[src/rtl/lag_correlator.sv]
// lag_correlator: finds, for each of three signal capture vectors, the bit lag
// (0..NLAG-1) that best aligns it with a reference vector. One lag is scored
// per clock for all three channels at once, using an XNOR popcount over an
// NWIN-bit window. Results are published with a single-cycle done pulse.
module lag_correlator #(
  parameter  int NDATA      = 128,
  parameter  int NLAG       = 32,
  localparam int NWIN       = NDATA - NLAG,
  localparam int NLAG_LOG   = $clog2(NLAG),
  localparam int NSCORE_LOG = $clog2(NWIN + 1)
) (
  input  logic                  clk,
  input  logic                  rst,
  input  logic                  start,
  input  logic [NDATA-1:0]      dinRef,
  input  logic [NDATA-1:0]      dinSigA,
  input  logic [NDATA-1:0]      dinSigB,
  input  logic [NDATA-1:0]      dinSigC,
  output logic [NLAG_LOG-1:0]   lagA,
  output logic [NLAG_LOG-1:0]   lagB,
  output logic [NLAG_LOG-1:0]   lagC,
  output logic [NSCORE_LOG-1:0] scoreA,
  output logic [NSCORE_LOG-1:0] scoreB,
  output logic [NSCORE_LOG-1:0] scoreC,
  output logic                  busy,
  output logic                  done
);

  localparam int NCH = 3;
  localparam logic [NLAG_LOG-1:0] LAST_LAG = NLAG_LOG'(NLAG - 1);

  typedef enum logic [1:0] {
    S_IDLE,
    S_SCAN,
    S_DONE
  } state_t;

  state_t                state_q;
  logic [NWIN-1:0]       ref_q;
  logic [NDATA-1:0]      sig_q        [NCH];
  logic [NLAG_LOG-1:0]   k_q;
  logic [NSCORE_LOG-1:0] best_score_q [NCH];
  logic [NLAG_LOG-1:0]   best_lag_q   [NCH];
  logic [NSCORE_LOG-1:0] score_q      [NCH];
  logic [NLAG_LOG-1:0]   lag_q        [NCH];
  logic                  busy_q;
  logic                  done_q;

  logic [NDATA-1:0]      din_sig      [NCH];
  logic [NSCORE_LOG-1:0] match_cnt    [NCH];

  // Counts set bits; the result never exceeds NWIN so it cannot overflow.
  function automatic logic [NSCORE_LOG-1:0] popcount(input logic [NWIN-1:0] v);
    logic [NSCORE_LOG-1:0] cnt;
    cnt = '0;
    for (int i = 0; i < NWIN; i++) begin
      cnt = cnt + NSCORE_LOG'(v[i]);
    end
    return cnt;
  endfunction

  assign din_sig[0] = dinSigA;
  assign din_sig[1] = dinSigB;
  assign din_sig[2] = dinSigC;

  // Per-channel match metric at the current lag: window sig[i+k] vs ref[i].
  generate
    for (genvar gi = 0; gi < NCH; gi++) begin : g_chan
      logic [NWIN-1:0] win;
      assign win            = NWIN'(sig_q[gi] >> k_q);
      assign match_cnt[gi]  = popcount(~(ref_q ^ win));
    end
  endgenerate

  // Run control: snapshot on start, scan one lag per cycle, then publish.
  always_ff @(posedge clk or negedge rst) begin
    if (!rst) begin
      state_q <= S_IDLE;
      ref_q   <= '0;
      k_q     <= '0;
      busy_q  <= 1'b0;
      done_q  <= 1'b0;
      for (int c = 0; c < NCH; c++) begin
        sig_q[c]        <= '0;
        best_score_q[c] <= '0;
        best_lag_q[c]   <= '0;
        score_q[c]      <= '0;
        lag_q[c]        <= '0;
      end
    end else begin
      done_q <= 1'b0;
      case (state_q)
        S_IDLE: begin
          if (start) begin
            ref_q <= NWIN'(dinRef);
            for (int c = 0; c < NCH; c++) begin
              sig_q[c]        <= din_sig[c];
              best_score_q[c] <= '0;
              best_lag_q[c]   <= '0;
            end
            k_q     <= '0;
            busy_q  <= 1'b1;
            state_q <= S_SCAN;
          end
        end
        S_SCAN: begin
          // Strict compare keeps the smaller lag on ties; lag 0 always loads
          // so a zero-match first lag is still recorded.
          for (int c = 0; c < NCH; c++) begin
            if ((k_q == '0) || (match_cnt[c] > best_score_q[c])) begin
              best_score_q[c] <= match_cnt[c];
              best_lag_q[c]   <= k_q;
            end
          end
          k_q <= k_q + NLAG_LOG'(1);
          if (k_q == LAST_LAG) begin
            state_q <= S_DONE;
          end
        end
        S_DONE: begin
          for (int c = 0; c < NCH; c++) begin
            score_q[c] <= best_score_q[c];
            lag_q[c]   <= best_lag_q[c];
          end
          done_q  <= 1'b1;
          busy_q  <= 1'b0;
          state_q <= S_IDLE;
        end
        default: begin
          state_q <= S_IDLE;
        end
      endcase
    end
  end

  assign lagA   = lag_q[0];
  assign lagB   = lag_q[1];
  assign lagC   = lag_q[2];
  assign scoreA = score_q[0];
  assign scoreB = score_q[1];
  assign scoreC = score_q[2];
  assign busy   = busy_q;
  assign done   = done_q;

endmodule
[config.mk]
export PLATFORM = sky130hd
export DESIGN_NAME = lag_correlator
export DESIGN_NICKNAME = d
export VERILOG_FILES = /design/src/rtl/lag_correlator.sv
export SDC_FILE = /design/constraint.sdc
export NUM_CORES = 2
export LEC_CHECK = 0
export CAP_MARGIN = 20
export CORE_AREA = 2 2 285 568
export CTS_CLUSTER_DIAMETER = 40
export DETAILED_ROUTE_END_ITERATION = 7
export DIE_AREA = 0 0 287 570
export SYNTH_ARGS = -nofsm -noshare
export SYNTH_HDL_FRONTEND = slang
export SYNTH_SLANG_ARGS = --single-unit
[constraint.sdc]
create_clock -name clk -period 12.6 [get_ports clk]
set_input_delay 3.78 -clock clk [delete_from_list [all_inputs] [get_ports clk]]
set_output_delay 3.78 -clock clk [all_outputs]
set_load 0.03 [all_outputs]
==> flow_summary.ini <==
[logic_synthesis]
synth_edf_count = 0
synth_cells = 5491
yosys_warnings = 0
synth_area_um2 = 52250
ys_seq_area_share_pct = 26.72
synth.avg_cell_area_um2 = 9.516
yosysUniqueCellTypes = 68
synth_fp_nets = 6336
synth_seq_cells = 558
async_flop_share_pct = 100.0
synth_flop_cell = dfrtp_1

[routing]
final_antenna_net_count = 0
route.detailed.drc = 0
vias = 47400
wl_per_cell_um = 34.37
drt_iter0_markers = 4917
avgViaCountPerCell = 5.943
drtPass1Iterations = 5
drt_wl_total_um = 274100

[worst_hold_path]
hold_path.class = flip-flop to flip-flop
min_path_cells = 2
holdPathEnd = busy
min_from = busy

[global_routing]
grt_overflow = 0
globalRouteTotalUtil_pct = 33.03
grt_pass1_vias = 47990
grt_pass1_wl_um = 376100
grt_antenna_before_repair = 11
grt_max_degree = 179

[critical_path]
critical_path.most_common_cell = fa_1
crit_start = k_q[1]
critPathSlowestCell = dfrtp_4
crit_required_ns = 13.19
crit_buf_inv = 9
rr_worst_depth = 35
cp_max_fo = 40
startpoint_type = flip-flop
timing.rr.start = k_q[1]
end_kind = flip-flop
crit_type = flip-flop to flip-flop
r2r_slack_ns = 0.39
cpPeakStageDelay_ns = 1.00
crit_arrival_ns = 12.80
cp_top_family = adder cells
timing.rr.end = best_score_q[15]

[sta]
setup_tns_ns = 0
final_hold_viol_count = 0
setup_viol = 0
period_share_pct = 96.90
drv_slew = 0
final.min_clock_period_ns = 12.21
max_freq_mhz = 81.91
grt_setup_unrepaired = no
maxSlewHeadroom_pct = 18.11
clock_skew_ns = 0.03836
holdWs_ns = 0.4826
max_slew.worst_pin.slew_ns = 1.224

[run]
max_cap_viol_count = 0

[clock_network]
clk_path_buf_depth = 3
cts_setup_buffers = 0
cts_tree = done
clkTransAtPathRegs_ns = 0.07
cts_root_buf = clkbuf_16
cts_buffers = 57
clkLatencyLatePin_ns = 0.71
cts.sinks = 558
h-tree-depth = 2
cts_hold_buf = 0
cts_resized = 0

[outcome]
outcome = complete, no violations

[placed_design]
hpwl_um = 221000
gp_congestion = 1.055
place.port_buffers = 517
dpl_cell_area_um2 = 59820

[floorplan]
start_util_pct = 32.86
core_area_um2 = 159000
die_area_um2 = 163600
ios = 553
die_w_um = 287
die-height_um = 570
rows = 207

[finish]
syn_to_final_growth_pct = 18.44
final_area_um2 = 61890
nNetsFinal = 6679
final_util_pct = 38.92
drive_gt1_share_pct = 14.60
worst max-delay path by stage:
stage | endpoint | slack [ns] | depth (start not counted)
after floorplan | best_score_q[16] | 2.82 | 34
after global placement | best_score_q[18] | 0.92 | 36
after detailed placement | best_score_q[20] | 0.83 | 36
after CTS | best_score_q[20] | 0.83 | 36
after global routing | best_score_q[15] | 0.08 | 36
final | best_score_q[15] | 0.39 | 35
area by class of cell:
class	instances	area [um2]
multi-input combinational	4255	35360
tap	2090	2615
fill	16160	97140
timing repair buffer	696	6915
sequential	558	13970
clock buffer	73	1556
clock inverter	30	439.2
inverter	266	1007
antenna	8	20.02
worst register-to-register path: cells and delay by family, from the launching register on:
family / cells / cell delay [ns]
muxes: 3 / 1.05
buffers and inverters: 9 / 1.75
and+or+nand+nor: 4 / 1.30
xor gates and xnor gates: 1 / 0.09
AOI/OAI and AO/OA: 6 / 1.10
adders and majority gates: 12 / 5.79
DFF: 1 / 1.00
per-stage QoR:
step,setup slack (ns),std cells
global placement,0.9232,7860
detailed placement,0.8310,7860
finish,0.3908,7976
global route,0.07569,7974
floorplan,2.821,5491
CTS,0.8312,7963
layer usage:
| layer | track usage [%] | vias to the layer above | routed length (um) |
|---|---|---|---|
| met5 | 0 | - | 52 |
| met4 | 28.49 | 8 | 28610 |
| met3 | 4.968 | 786 | 16950 |
| met2 | 55.47 | 2514 | 133800 |
| met1 | 36.30 | 23960 | 94740 |
| li1 | - | 20140 | - |
Yosys cell counts (6+ instances only):
| master | n | area (um2) |
|---|---|---|
| a21o_1 | 11 | 82.58 |
| a22oi_1 | 206 | 1546 |
| ha_1 | 78 | 975.9 |
| o32ai_1 | 20 | 175.2 |
| a21oi_1 | 15 | 75.07 |
| a221oi_1 | 37 | 324.1 |
| a2bb2oi_1 | 33 | 289.0 |
| o22ai_1 | 136 | 850.8 |
| fa_1 | 252 | 5045 |
| mux2i_1 | 333 | 3333 |
| nor2_1 | 143 | 536.8 |
| a22o_1 | 47 | 411.6 |
| mux4_2 | 287 | 6464 |
| o221ai_1 | 87 | 762.0 |
| dfrtp_1 | 558 | 13960 |
| nor3_1 | 22 | 110.1 |
| mux2_2 | 234 | 2635 |
| buf_2 | 63 | 315.3 |
| nand4_1 | 9 | 56.30 |
| nor2b_1 | 28 | 175.2 |
| buf_4 | 52 | 390.4 |
| xor2_1 | 148 | 1296 |
| a2111oi_2 | 13 | 195.2 |
| buf_1 | 47 | 176.4 |
| a211oi_1 | 55 | 412.9 |
| nand2_1 | 1637 | 6145 |
| buf_6 | 27 | 304.0 |
| a221oi_2 | 10 | 150.1 |
| o2bb2ai_1 | 9 | 78.83 |
| inv_1 | 262 | 983.4 |
| o21ai_0 | 52 | 260.3 |
| nand3_1 | 17 | 85.08 |
| o211ai_1 | 103 | 773.2 |
| o22a_1 | 6 | 52.55 |
| clkbuf_1 | 221 | 829.6 |
| xnor2_1 | 149 | 1305 |
| nand2b_1 | 9 | 56.30 |
cells in the final DEF, fill, tap and decap left out, drive strengths merged, types with 8 or more instances in the layout:
cell and instances:
nor3 22, nor2 143, o22ai 136, o21ai 52
a21o 11, mux2i 333, clkinv 14, a22o 47
inv 274, ha 78, a2bb2oi 33, dfrtp 558
nor2b 28, a22oi 206, nand4 9, o221ai 87
fa 252, nand3 17, mux2 238, o2bb2ai 9
clkbuf 73, o32ai 20, xnor2 149, xor2 148
o211ai 103, a21oi 15, a211oi 59, nand2 1637
a221oi 47, a2111oi 13, buf 180, nand2b 9
mux4 287, clkdlybuf4s50 516, diode 8
kinds of logic after synthesis:
family	count (synthesis)	share of synthesized area (%)
muxes	858	23.88
adders and majority gates	330	11.52
xor gates and xnor gates	297	4.978
AOI/OAI and AO/OA	873	12.90
DFF	558	26.72
and+or+nand+nor	1897	14.18
buffers and inverters	678	5.826
state kept, by name, indices dropped and copies added, names as in the netlist:
register,cells
scoreA,7
ref_q,96
k_q,5
busy,1
best_score_q,21
best_lag_q,15
lagC,5
state_q,2
scoreB,7
scoreC,7
sig_q,381
done,1
lagA,5
lagB,5
Power is not shown: default switching activity piles up to over one toggle a cycle in this logic, so the estimate is an artifact.
